[src/rtl/alu_sequencer.sv]
// Command sequencer for the ALU_unit datapath. It owns the operand register file,
// issues registered operands to the ALU and writes the result back after ALU_LATENCY.
module alu_sequencer #(
  parameter int DATA_W      = 8,
  parameter int OP_W        = 4,
  parameter int REG_AW      = 3,
  parameter int ALU_LATENCY = 1
) (
  input  logic              clk,
  input  logic              rst,
  input  logic              cmd_valid,
  output logic              cmd_ready,
  input  logic              cmd_load,
  input  logic [OP_W-1:0]   cmd_op,
  input  logic [REG_AW-1:0] cmd_ra,
  input  logic [REG_AW-1:0] cmd_rb,
  input  logic [REG_AW-1:0] cmd_rd,
  input  logic              cmd_use_carry,
  input  logic [DATA_W-1:0] data_in,
  output logic [DATA_W-1:0] alu_opA,
  output logic [DATA_W-1:0] alu_opB,
  output logic [OP_W-1:0]   alu_opcode,
  output logic              alu_cin,
  input  logic [DATA_W-1:0] alu_result,
  input  logic              alu_cout,
  output logic [DATA_W-1:0] data_out,
  output logic              carry_flag,
  output logic              done,
  output logic              busy
);

  localparam int NREG  = 1 << REG_AW;
  localparam int CNT_W = $clog2(ALU_LATENCY + 2);

  typedef enum logic [1:0] {
    IDLE = 2'd0,
    LOAD = 2'd1,
    WAIT = 2'd2
  } state_t;

  state_t              state_q, state_d;
  logic [DATA_W-1:0]   rf_q [NREG];
  logic [DATA_W-1:0]   rf_d [NREG];
  logic [REG_AW-1:0]   rd_q, rd_d;
  logic [DATA_W-1:0]   load_val_q, load_val_d;
  logic [CNT_W-1:0]    cnt_q, cnt_d;
  logic [DATA_W-1:0]   alu_opa_q, alu_opa_d;
  logic [DATA_W-1:0]   alu_opb_q, alu_opb_d;
  logic [OP_W-1:0]     alu_opcode_q, alu_opcode_d;
  logic                alu_cin_q, alu_cin_d;
  logic [DATA_W-1:0]   data_out_q, data_out_d;
  logic                carry_flag_q, carry_flag_d;
  logic                done_q, done_d;

  always_comb begin
    state_d      = state_q;
    rf_d         = rf_q;
    rd_d         = rd_q;
    load_val_d   = load_val_q;
    cnt_d        = cnt_q;
    alu_opa_d    = alu_opa_q;
    alu_opb_d    = alu_opb_q;
    alu_opcode_d = alu_opcode_q;
    alu_cin_d    = alu_cin_q;
    data_out_d   = data_out_q;
    carry_flag_d = carry_flag_q;
    done_d       = 1'b0;

    case (state_q)
      IDLE: begin
        if (cmd_valid) begin
          rd_d = cmd_rd;
          if (cmd_load) begin
            load_val_d = data_in;
            state_d    = LOAD;
          end else begin
            alu_opa_d    = rf_q[cmd_ra];
            alu_opb_d    = rf_q[cmd_rb];
            alu_opcode_d = cmd_op;
            alu_cin_d    = cmd_use_carry & carry_flag_q;
            cnt_d        = '0;
            state_d      = WAIT;
          end
        end
      end
      LOAD: begin
        rf_d[rd_q] = load_val_q;
        data_out_d = load_val_q;
        done_d     = 1'b1;
        state_d    = IDLE;
      end
      WAIT: begin
        // cnt reaches ALU_LATENCY on the edge where alu_result is valid
        if (cnt_q == CNT_W'(ALU_LATENCY)) begin
          rf_d[rd_q]   = alu_result;
          data_out_d   = alu_result;
          carry_flag_d = alu_cout;
          done_d       = 1'b1;
          state_d      = IDLE;
        end else begin
          cnt_d = cnt_q + CNT_W'(1);
        end
      end
      default: state_d = IDLE;
    endcase
  end

  always_ff @(posedge clk) begin
    if (rst) begin
      state_q      <= IDLE;
      for (int i = 0; i < NREG; i++) rf_q[i] <= '0;
      rd_q         <= '0;
      load_val_q   <= '0;
      cnt_q        <= '0;
      alu_opa_q    <= '0;
      alu_opb_q    <= '0;
      alu_opcode_q <= '0;
      alu_cin_q    <= 1'b0;
      data_out_q   <= '0;
      carry_flag_q <= 1'b0;
      done_q       <= 1'b0;
    end else begin
      state_q      <= state_d;
      rf_q         <= rf_d;
      rd_q         <= rd_d;
      load_val_q   <= load_val_d;
      cnt_q        <= cnt_d;
      alu_opa_q    <= alu_opa_d;
      alu_opb_q    <= alu_opb_d;
      alu_opcode_q <= alu_opcode_d;
      alu_cin_q    <= alu_cin_d;
      data_out_q   <= data_out_d;
      carry_flag_q <= carry_flag_d;
      done_q       <= done_d;
    end
  end

  assign cmd_ready  = (state_q == IDLE);
  assign busy       = (state_q != IDLE);
  assign alu_opA    = alu_opa_q;
  assign alu_opB    = alu_opb_q;
  assign alu_opcode = alu_opcode_q;
  assign alu_cin    = alu_cin_q;
  assign data_out   = data_out_q;
  assign carry_flag = carry_flag_q;
  assign done       = done_q;

endmodule

[config.mk]
export PLATFORM = sky130hd
export DESIGN_NAME = alu_sequencer
export DESIGN_NICKNAME = d
export VERILOG_FILES = /design/src/rtl/alu_sequencer.sv
export SDC_FILE = /design/constraint.sdc
export NUM_CORES = 1
export LEC_CHECK = 0
export BUFFER_PORTS_ARGS = -buffer_cell sky130_fd_sc_hd__clkbuf_2
export CAP_MARGIN = 30
export CORE_MARGIN = 1
export CORE_UTILIZATION = 50
export DETAILED_ROUTE_END_ITERATION = 10
export PLACE_DENSITY_LB_ADDON = 0.08
export SYNTH_ARGS = -nofsm -noshare
export SYNTH_HDL_FRONTEND = slang
export SYNTH_SLANG_ARGS = --single-unit
[constraint.sdc]
create_clock -name clk -period 2.24 [get_ports clk]
set_input_delay 0.448 -clock clk [delete_from_list [all_inputs] [get_ports clk]]
set_output_delay 0.448 -clock clk [all_outputs]
set_load 0.02 [all_outputs]
==> summary.md, run 1 <==
| Metric | Value |
|---|---|
| Status | `finished, final reports clean` |
| Final std cells w/o fill | `about 800` |
| Routability cong. | `approximately 0.8` |
| Most frequent cells in the layout | `109 x dfxtp_1, 78 x mux2i_1, 67 x nor3_1, 66 x clkbuf_2, 64 x nor4_1` |
| Post-detailed-route via-to-cell ratio | `around 6.5` |
| Hold buffers post-CTS | `0` |
| Final nets | `around 700` |
| Remaining DRCs | `0` |
| Largest family of logic cells by synthesized area | `simple AND/OR/NAND/NOR gates` |
| Routed vias | `roughly 5,200` |
| Routed WL | `around 17,000 um` |
| Max-cap viol count | `0` |
| All-Layer GR Usage | `between 20 and 30%` |
| Chip width | `109 um` |
| Setup TNS | `0 ps` |
| Vias in the first global route | `between 4,000 and 5,000` |
| Core Area | `~11,000 um^2` |
| Hold violation count in the final report | `0` |
| Deepest clock path buffer count | `2` |
| Clk sinks | `between 100 and 150` |
| Initial Util | `~52%` |
| Simple-gate share of the synthesized area | `20.8%` |
| Static Leak | `2.41 nW` |
| Synth cell types | `39` |
| Minimum clock period | `2050 ps` |
| Xor-xnor portion of the synthesized cell area | `0%` |
| Placed Area | `around 6000 um^2` |
| Post-synth ARST share | `0%` |
| Setup crit end kind | `flop` |
| Crit Path Max Fanout | `between 70 and 80` |
| Post-CTS Setup Inserts | `0` |
| Worst-skew pair later-pin latency | `between 300 and 400 ps` |
| EDFF count, synth | `0` |
| Hold WS | `320 ps` |
| RSZ-0062 raised after global routing | `no` |
| Die Area | `roughly 12,000 um^2` |
| Resize count post-CTS | `0` |
| Hold crit path type | `in -> reg` |
| Layout cell share with drive strength beyond 1 | `slightly below 20%` |
| Crit path required time | `~2500 ps` |
| Final Cell Area | `about 6400 um^2` |
| Post-Syn Area | `5750 um^2` |
| Clk_skew | `approximately 5.5 ps` |
| Final WS setup | `roughly 190 ps` |
| Row Count | `38` |
| Largest net degree at the start of global routing | `73` |
| Post-synthesis mux area share | `about 16%` |
| F_max | `0.487 GHz` |
| Clock transition at the registers of the reported paths | `70 ps` |
| VDD IR-drop max | `approximately 0.41 mV` |
| Synthesized Nets | `slightly below 700` |
| Wirelength per Cell | `roughly 21 um` |
| Synth area leader | `dfxtp_1` |
| Synth Register Bits | `110` |
| H-Tree Depth | `3` |
| Post-Synthesis Cells | `approximately 630` |
| Top FF cell, synth | `dfxtp_1` |
| Initial detailed-routing violation count | `400` |
| Crit path DAT | `2320 ps` |
| Placed Cells | `around 800` |
| Syn. warnings | `0` |
| Post-Synth Adder-Cell Area | `1.31%` |
| Top post-synthesis cells by area | `dfxtp_1 38%, mux2i_1 14%, nor4_1 7.0%, a31oi_1 6.4%, nor3_1 5.8%` |
| CP Launch Type | `flop` |
| CTS tree | `done` |
| Post-route ant nets | `0` |
| Max-slew headroom | `between 40% and 50%` |
| # diodes | `0` |
| CTS root buffer | `clkbuf_16` |
| Final setup violation count | `0` |
| Ports | `68` |
| Area delta synth->final | `10.6%` |
| Initial antenna violation count | `0` |
| Kind of critical path | `reg -> reg` |
| Place WS | `around 260 ps` |
| First-pass GRT wire length | `roughly 26,000 um` |
| Inserted Clock Buffers | `9` |
| Grt ovf | `0` |
| Cell Pwr Density | `726 nW/um^2` |
| Post-synthesis area per instance | `roughly 9.1 um^2` |
| Yosys top cell area share | `a little under two fifths` |
| Worst-margin pin slew | `about 900 ps` |
| Dpl hpwl | `9830 um` |
| Max-slew violations | `0` |
| DRT Pass-1 Iters | `5` |
| Final worst-path cycle share | `91.6%` |
| Die Ht | `between 100 and 150 um` |
| IO buf count | `67` |
| Register area share after synthesis | `between 30% and 40%` |
| Complex-gate fraction of the synthesized area | `15.2%` |
| Most common cell after layout, fill and taps aside | `dfxtp_1` |
## critical path, stage by stage, from the launching register on
cell and delay, ps:
dfxtp_1 350, ha_1 360, mux2_4 790, a31oi_1 180, nor3_1 220
## where the power goes
| part | internal [mW] | switching (mW) |
|---|---|---|
| combinational | 0.241 | 0.490 |
| clock | 1.09 | 0.738 |
| sequential | 2.01 | 0.0411 |
## per-layer routing
layer / GRT usage (%) / vias up / share of wire (%)
li1: - / 2442 / -
met5: 0 / - / 0
met1: 40.2 / 2496 / 45
met3: 4.90 / 16 / 7.0
met4: 8.86 / 0 / 1.4
met2: 45.6 / 218 / 46
## cell type report
| cell class | count | area (um^2) |
|---|---|---|
| repair buffers | 89 | 563 |
| fillers | 968 | 4670 |
| inverters | 5 | 18.8 |
| well taps | 140 | 175 |
| clock buffers | 10 | 229 |
| flip-flops and latches | 110 | 2200 |
| clock inverters | 6 | 109 |
| multi-input cells | 441 | 3060 |
## kinds of logic (layout without fill, tap and decap cells)
family / count (synthesis) / count (layout)
simple gates: 219 / 219
mux: 89 / 89
flops: 110 / 110
fa+ha+maj: 6 / 6
buf+inv: 81 / 110
compound gates: 127 / 127
## final timing paths
path                                               from  depth (start not counted)                         end  slack [ps]
worst max-delay path              cnt_q[0]$_SDFFE_PP0P_                          4       rf_q[11]$_SDFFE_PP0P_         190
worst min-delay path                         data_in[0]                          3  load_val_q[0]$_SDFFE_PP0P_         320
worst max register to register    cnt_q[0]$_SDFFE_PP0P_                          4       rf_q[11]$_SDFFE_PP0P_         190
worst min register to register  alu_opB[7]$_SDFFE_PP0P_                          1     alu_opB[7]$_SDFFE_PP0P_         470
## synthesized netlist by cell type, drive strengths merged, types with 5 or more instances
cell	n
dfxtp	110
mux2i	79
nor3	72
a31oi	64
nor4	64
buf	50
nor2	32
clkbuf	26
a21oi	25
nand2	23
a22oi	17
a32o	16
mux2	10
nor2b	9
ha	6
inv	5
nand3	5
## flip-flops by register name, indices dropped and copies added (netlist names)
name and cells:
rf_q 64, alu_opA 8, alu_opB 8, data_out 8, load_val_q 8, alu_opcode 4, rd_q 3, cnt_q 2
state_q 2, alu_cin 1, carry_flag 1, done 1
## per-stage QoR
step | utilization (%) | total power, mW
after CTS | 57.7 | 4.63
after global placement | 54.6 | 2.81
final | 57.7 | 4.62
after global routing | 57.7 | 4.79
after floorplan | - | 2.62
after detailed placement | 54.6 | 2.82
Power figures use the tool's default switching activity.
==> run 2, diff against run 1 <==
- PLACE_DENSITY: default -> 0.7
- PLACE_DENSITY_LB_ADDON: 0.08 -> default
==> run 2 against run 1 <==
  * Clock power decreased by 5%
  * Worst setup slack got worse by 28 ps
  * Utilization decreased by 0.23 points
  * First-iteration DRC count decreased by 2.0%
  * Register-to-register slack got worse by 30 ps
  * Worst hold slack got worse by 3.9 ps
  * Global-route usage decreased by 0.34 points
  * Critical path depth increased by 1
  * Clock-buffer cell count unchanged
  * Sequential share of layout area increased by 0.14 points
  * Die area unchanged
  * Critical path type unchanged
  * Critical endpoint is now rf_q[28]$_SDFFE_PP0P_
==> summary.md, run 2 (synthesis results as in run 1) <==
| Metric | Value |
|---|---|
| Status | `finished, final reports clean (unchanged)` |
| Post-detailed-route via-to-cell ratio | `6.56 (was 6.46)` |
| Vias in the first global route | `5,102 (was 4,849)` |
| Cell Pwr Density | `714 nW/um^2 (was 726 nW/um^2)` |
| Inserted Clock Buffers | `9 (unchanged)` |
| Clk sinks | `110 (unchanged)` |
| Deepest clock path buffer count | `2 (unchanged)` |
| CP Launch Type | `flop (unchanged)` |
| Worst-margin pin slew | `959 ps (was 900 ps)` |
| Chip width | `109 um (unchanged)` |
| Remaining DRCs | `0 (unchanged)` |
| Die Ht | `109 um (unchanged)` |
| Setup crit end kind | `flop (unchanged)` |
| Largest net degree at the start of global routing | `96 (was 73)` |
| Die Area | `11,900 um^2 (unchanged)` |
| Final std cells w/o fill | `797 (was 801)` |
| Initial antenna violation count | `0 (unchanged)` |
| Max-slew headroom | `36.0% (was 40.0%)` |
| Grt ovf | `0 (unchanged)` |
| Row Count | `38 (unchanged)` |
| First-pass GRT wire length | `26,200 um (about the same)` |
| Routed vias | `5,229 (was 5,172)` |
| Kind of critical path | `reg -> reg (unchanged)` |
| Ports | `68 (unchanged)` |
| All-Layer GR Usage | `28.5% (was 28.9%)` |
| Max reg flops | `64 (unchanged)` |
| Worst Hold Launch | `data_in[0] (unchanged)` |
| Most frequent cells in the layout | `109 x dfxtp_1, 78 x mux2i_1, 67 x nor3_1, 66 x clkbuf_2, 64 x nor4_1 (unchanged)` |
| Minimum clock period | `2080 ps (was 2050 ps)` |
| Hold crit path type | `in -> reg (unchanged)` |
| Core Area | `11,000 um^2 (unchanged)` |
| Dpl hpwl | `9890 um (was 9830 um)` |
| Crit path launch | `state_q[0]$_SDFFE_PP0P_ (was cnt_q[0]$_SDFFE_PP0P_)` |
| Initial detailed-routing violation count | `392 (was 400)` |
| Worst Path Buf+Inv | `1 (was 0)` |
| Clk_skew | `8.63 ps (was 5.48 ps)` |
| Most common cell after layout, fill and taps aside | `dfxtp_1 (unchanged)` |
| IO buf count | `67 (unchanged)` |
| Hold buffers post-CTS | `0 (unchanged)` |
| Wirelength per Cell | `20.5 um (was 20.7 um)` |
| Static Leak | `2.39 nW (was 2.41 nW)` |
| Top reg by flops | `rf_q (unchanged)` |
| Slowest-stage cell, CP | `mux2_4 (unchanged)` |
| Final WS setup | `160 ps (was 188 ps)` |
| DRT Pass-1 Iters | `5 (unchanged)` |
| Crit Path Max Fanout | `72 (unchanged)` |
| Final nets | `694 (was 697)` |
| Max-cap viol count | `0 (unchanged)` |
| Initial Util | `52.1% (unchanged)` |
| Filler instances | `993 (was 968)` |
| Resize count post-CTS | `0 (unchanged)` |
| Hold violation count in the final report | `0 (unchanged)` |
| # diodes | `0 (unchanged)` |
| Layout cell share with drive strength beyond 1 | `19.2% (was 19.5%)` |
| CTS tree | `done (unchanged)` |
| Max-slew violations | `0 (unchanged)` |
| Post-route ant nets | `0 (unchanged)` |
| CTS root buffer | `clkbuf_16 (unchanged)` |
| Worst-skew pair later-pin latency | `360 ps (was 350 ps)` |
| Final worst-path cycle share | `92.9% (was 91.6%)` |
| Final Util | `57.4% (was 57.7%)` |
| H-Tree Depth | `3 (unchanged)` |
| CP peak stage delay | `760 ps (was 790 ps)` |
| Post-CTS Setup Inserts | `0 (unchanged)` |
| Routability cong. | `0.775 (was 0.781)` |
| Placed Cells | `782 (was 785)` |
| Place WS | `220 ps (was 261 ps)` |
| F_max | `0.481 GHz (was 0.487 GHz)` |
| Setup TNS | `0 ps (unchanged)` |
| Crit path DAT | `2360 ps (was 2320 ps)` |
| Final setup violation count | `0 (unchanged)` |
| R2r startpoint | `state_q[0]$_SDFFE_PP0P_ (was cnt_q[0]$_SDFFE_PP0P_)` |
| RSZ-0062 raised after global routing | `no (unchanged)` |
| Clock transition at the registers of the reported paths | `70 ps (about the same)` |
| Cell Chain, Critical Path | `inv_1, ha_1, mux2_4, a31oi_1, nor3_1 (was ha_1, mux2_4, a31oi_1, nor3_1)` |
| VDD IR-drop max | `0.436 mV (was 0.407 mV)` |
| Critical path's top delay family | `multiplexers (unchanged)` |
| Routed WL | `16,400 um (was 16,600 um)` |
| Area delta synth->final | `10.2% (was 10.6%)` |
| Crit path required time | `2520 ps (was 2510 ps)` |
## run 2: cell count changes in the layout (fill, tap and decap cells not counted), sizes merged
cell | before | now
buf | 23 | 20
clkinv | 2 | 1
inv | 6 | 5
clkinvlp | 0 | 2
bufinv | 3 | 2
## run 2: metrics by stage
step	hold slack, ps	cell area, um^2	total power, mW
floorplan	450	5750	2.62
global placement	454	6010	2.79
detailed placement	463	6010	2.81
CTS	318	6330	4.53
global route	322	6330	4.68
finish	316	6330	4.52
## run 2: area by class of cell
class	instances	area (um^2)	share of cell area, %
inverters	5	18.8	0.296
flip-flops and latches	110	2200	34.8
multi-input cells	441	3060	48.3
repair buffers	86	553	8.73
clock inverters	5	83.8	1.32
well taps	140	175	2.77
clock buffers	10	239	3.77
## run 2: worst min-delay path: cells and delay by family
kind,cells,cell delay (ps)
AND/OR/NAND/NOR,1,70
multiplexers,1,50
buffers and inverters,1,70
## run 2: path summary, 6_finish.rpt
| check | to | slack [ps] | cells after the start |
|---|---|---|---|
| setup reg to reg | rf_q[28]$_SDFFE_PP0P_ | 160 | 5 |
| hold / removal | load_val_q[0]$_SDFFE_PP0P_ | 320 | 3 |
| setup / recovery | rf_q[28]$_SDFFE_PP0P_ | 160 | 5 |
| hold reg to reg | alu_opB[4]$_SDFFE_PP0P_ | 480 | 1 |
## run 2: power breakdown
part / total (mW) / internal (mW) / switching [mW]
registers: 2.06 / 2.01 / 0.0448
clock network: 1.74 / 1.01 / 0.730
logic: 0.725 / 0.240 / 0.485
total: 4.52 / 3.26 / 1.26
## run 2: layer usage
metal	share of wire (%)	wire, um	GRT usage, %
met2	46	7540	45.4
met4	2.5	410	12.1
met5	0	0	0
met3	9.1	1490	4.84
met1	42	6920	38.1
==> run 3, diff against run 2 <==
--- a/config.mk
+++ b/config.mk
@@ -7,7 +7,8 @@
 export LEC_CHECK = 0
 export BUFFER_PORTS_ARGS = -buffer_cell sky130_fd_sc_hd__clkbuf_2
-export CAP_MARGIN = 30
+export CAP_MARGIN = 10
 export CORE_MARGIN = 1
 export CORE_UTILIZATION = 50
+export CTS_CLUSTER_DIAMETER = 30
 export DETAILED_ROUTE_END_ITERATION = 10
 export PLACE_DENSITY = 0.7
==> constraint.sdc (replaced) <==
create_clock -name clk -period 2.24 [get_ports clk]
set_input_delay 0.112 -clock clk [delete_from_list [all_inputs] [get_ports clk]]
set_output_delay 0.112 -clock clk [all_outputs]
set_load 0.02 [all_outputs]
==> run 3 against run 2 <==
  * Register-to-register slack better by 60 ps
  * Die area unchanged
  * Maximum frequency up 2.9%
  * Final cell count up 1.6%
  * Clock power down 9.8%
  * Global-route usage up 0.64 points
  * Sequential share of layout area down 0.36 points
  * Non-clock buffer count up 13
  * Combinational power up 2%
==> summary.md, run 3 (synthesis results as in run 1) <==
| Metric | Value |
|---|---|
| Row Count | `38 (unchanged)` |
| DRT Pass-1 Iters | `7 (was 5)` |
| Clock transition at the registers of the reported paths | `70 ps (about the same)` |
| Dpl hpwl | `10,100 um (was 9890 um)` |
| R2r startpoint | `cnt_q[1]$_SDFFE_PP0P_ (was state_q[0]$_SDFFE_PP0P_)` |
| Most frequent cells in the layout | `109 x dfxtp_1, 78 x mux2i_1, 67 x nor3_1, 66 x clkbuf_2, 64 x nor4_1 (unchanged)` |
| Max-cap viol count | `0 (unchanged)` |
| # diodes | `0 (unchanged)` |
| IO buf count | `67 (unchanged)` |
| Crit path DAT | `2290 ps (was 2360 ps)` |
| Final Cell Area | `6400 um^2 (was 6330 um^2)` |
| Area of the multi-input gates | `3060 um^2 (unchanged)` |
| Hold WS | `8.36 ps (was 316 ps)` |
| Clk_skew | `7.73 ps (was 8.63 ps)` |
| Ports | `68 (unchanged)` |
| Crit Path Max Fanout | `72 (unchanged)` |
| F_max | `0.495 GHz (was 0.481 GHz)` |
| R2R cell count | `5 (unchanged)` |
| Slowest-stage cell, CP | `mux2_4 (unchanged)` |
| Placed Area | `5990 um^2 (was 6010 um^2)` |
| Chip width | `109 um (unchanged)` |
| Hold Path End | `load_val_q[0]$_SDFFE_PP0P_ (unchanged)` |
| CTS tree | `done (unchanged)` |
| Minimum clock period | `2020 ps (was 2080 ps)` |
| Worst-margin pin slew | `866 ps (was 959 ps)` |
| CTS root buffer | `clkbuf_16 (unchanged)` |
| Placed Cells | `783 (was 782)` |
| Area delta synth->final | `11.3% (was 10.2%)` |
| Cell Pwr Density | `681 nW/um^2 (was 714 nW/um^2)` |
| Die Area | `11,900 um^2 (unchanged)` |
| R2R Setup Slk | `220 ps (was 160 ps)` |
| Final WS setup | `219 ps (was 160 ps)` |
| Critical path's top delay family | `multiplexers (unchanged)` |
| Hold crit path type | `in -> reg (unchanged)` |
| Die Ht | `109 um (unchanged)` |
| Final worst-path cycle share | `90.2% (was 92.9%)` |
| Worst-skew pair later-pin latency | `360 ps (about the same)` |
| Worst Hold Launch | `data_in[0] (unchanged)` |
| Routability cong. | `0.797 (was 0.775)` |
| Vias in the first global route | `5,165 (was 5,102)` |
| Kind of critical path | `reg -> reg (unchanged)` |
| Cell Chain, Critical Path | `inv_1, ha_1, mux2_4, a31oi_1, nor3_1 (unchanged)` |
| Initial detailed-routing violation count | `417 (was 392)` |
| Max-slew violations | `0 (unchanged)` |
| Max-slew headroom | `42.3% (was 36.0%)` |
| CP peak stage delay | `760 ps (about the same)` |
| Most common cell after layout, fill and taps aside | `dfxtp_1 (unchanged)` |
| Remaining DRCs | `0 (unchanged)` |
| Clk sinks | `110 (unchanged)` |
| Post-route ant nets | `0 (unchanged)` |
| Initial antenna violation count | `0 (unchanged)` |
| Critical R2R Capture | `rf_q[10]$_SDFFE_PP0P_ (was rf_q[28]$_SDFFE_PP0P_)` |
| Core Area | `11,000 um^2 (unchanged)` |
| VDD IR-drop max | `0.369 mV (was 0.436 mV)` |
| Wirelength per Cell | `20.5 um (about the same)` |
| Grt ovf | `0 (unchanged)` |
| Initial Util | `52.1% (unchanged)` |
| Place WS | `277 ps (was 220 ps)` |
| Post-detailed-route via-to-cell ratio | `6.59 (was 6.56)` |
| Setup crit end kind | `flop (unchanged)` |
| Layout cell share with drive strength beyond 1 | `18.8% (was 19.2%)` |
| All-Layer GR Usage | `29.2% (was 28.5%)` |
| Worst Path Buf+Inv | `1 (unchanged)` |
| Filler instances | `963 (was 993)` |
| Total power | `4.36 mW (was 4.52 mW)` |
| Setup TNS | `0 ps (unchanged)` |
| Routed WL | `16,600 um (was 16,400 um)` |
| Hold path depth | `3 (unchanged)` |
| Reg area | `2200 um^2 (unchanged)` |
| Crit path required time | `2510 ps (was 2520 ps)` |
| CP Launch Type | `flop (unchanged)` |
| First-pass GRT wire length | `26,600 um (was 26,200 um)` |
| H-Tree Depth | `3 (unchanged)` |
| Final nets | `707 (was 694)` |
| RSZ-0062 raised after global routing | `no (unchanged)` |
| Deepest clock path buffer count | `2 (unchanged)` |
| Status | `finished, final reports clean (unchanged)` |
| Routed vias | `5,341 (was 5,229)` |
| Largest net degree at the start of global routing | `73 (was 96)` |
| Final Util | `58.0% (was 57.4%)` |
| Final setup violation count | `0 (unchanged)` |
| Final std cells w/o fill | `810 (was 797)` |
| Inserted Clock Buffers | `9 (unchanged)` |
| Max reg flops | `64 (unchanged)` |
| Top reg by flops | `rf_q (unchanged)` |
| Static Leak | `2.42 nW (was 2.39 nW)` |
| Hold violation count in the final report | `0 (unchanged)` |
==> run 3: changes by cell type in the layout (fill, tap and decap cells not counted) <==
cell,change
clkbuf_1,+1
buf_12,-2
buf_4,+3
dlygate4sd3_1,+12
bufinv_16,-2
clkinvlp_4,-1
clkbuf_8,+2
==> run 3: cell type report <==
class | instances | area share (%)
Inverter | 5 | 0.293
Sequential cell | 110 | 34.4
Tap cell | 140 | 2.74
Clock inverter | 2 | 0.254
Timing Repair Buffer | 99 | 10.2
Clock buffer | 13 | 4.22
Multi-Input combinational cell | 441 | 47.8
==> run 3: tightest hold or removal path: stages <==
cell      delay, ps
clkbuf_2         80
mux2i_1          60
nor2_1           80
==> run 3: repair_timing <==
action | CTS | global route
gates resized for setup | 0 | 0
hold buffers | 12 | 0
endpoints found under the hold margin | 12 | 0
setup buffers | 0 | 0
==> run 3: report_power, final <==
part           internal [mW]  switching, mW
Sequential              2.01         0.0433
Clock                  0.843          0.723
Combinational          0.248          0.490
==> run 3: worst max-delay path by stage <==
stage | from | to | slack, ps | cells past startpoint
floorplan | state_q[0]$_SDFFE_PP0P_ | alu_opA[0]$_SDFFE_PP0P_ | 540 | 7
global placement | cnt_q[1]$_SDFFE_PP0P_ | rf_q[36]$_SDFFE_PP0P_ | 390 | 5
detailed placement | cnt_q[1]$_SDFFE_PP0P_ | rf_q[29]$_SDFFE_PP0P_ | 280 | 5
CTS | cnt_q[1]$_SDFFE_PP0P_ | rf_q[29]$_SDFFE_PP0P_ | 260 | 5
global route | cnt_q[0]$_SDFFE_PP0P_ | rf_q[29]$_SDFFE_PP0P_ | 80 | 4
finish | cnt_q[1]$_SDFFE_PP0P_ | rf_q[10]$_SDFFE_PP0P_ | 220 | 5
==> run 3: per-layer routing <==
layer	routed length [um]	track usage [%]	up-vias	share of wire [%]
met5	0	0	-	0
met4	542	15.8	0	3.3
met3	1540	4.84	44	9.3
met2	7520	45.7	294	45
met1	6970	38.3	2521	42
li1	-	-	2482	-
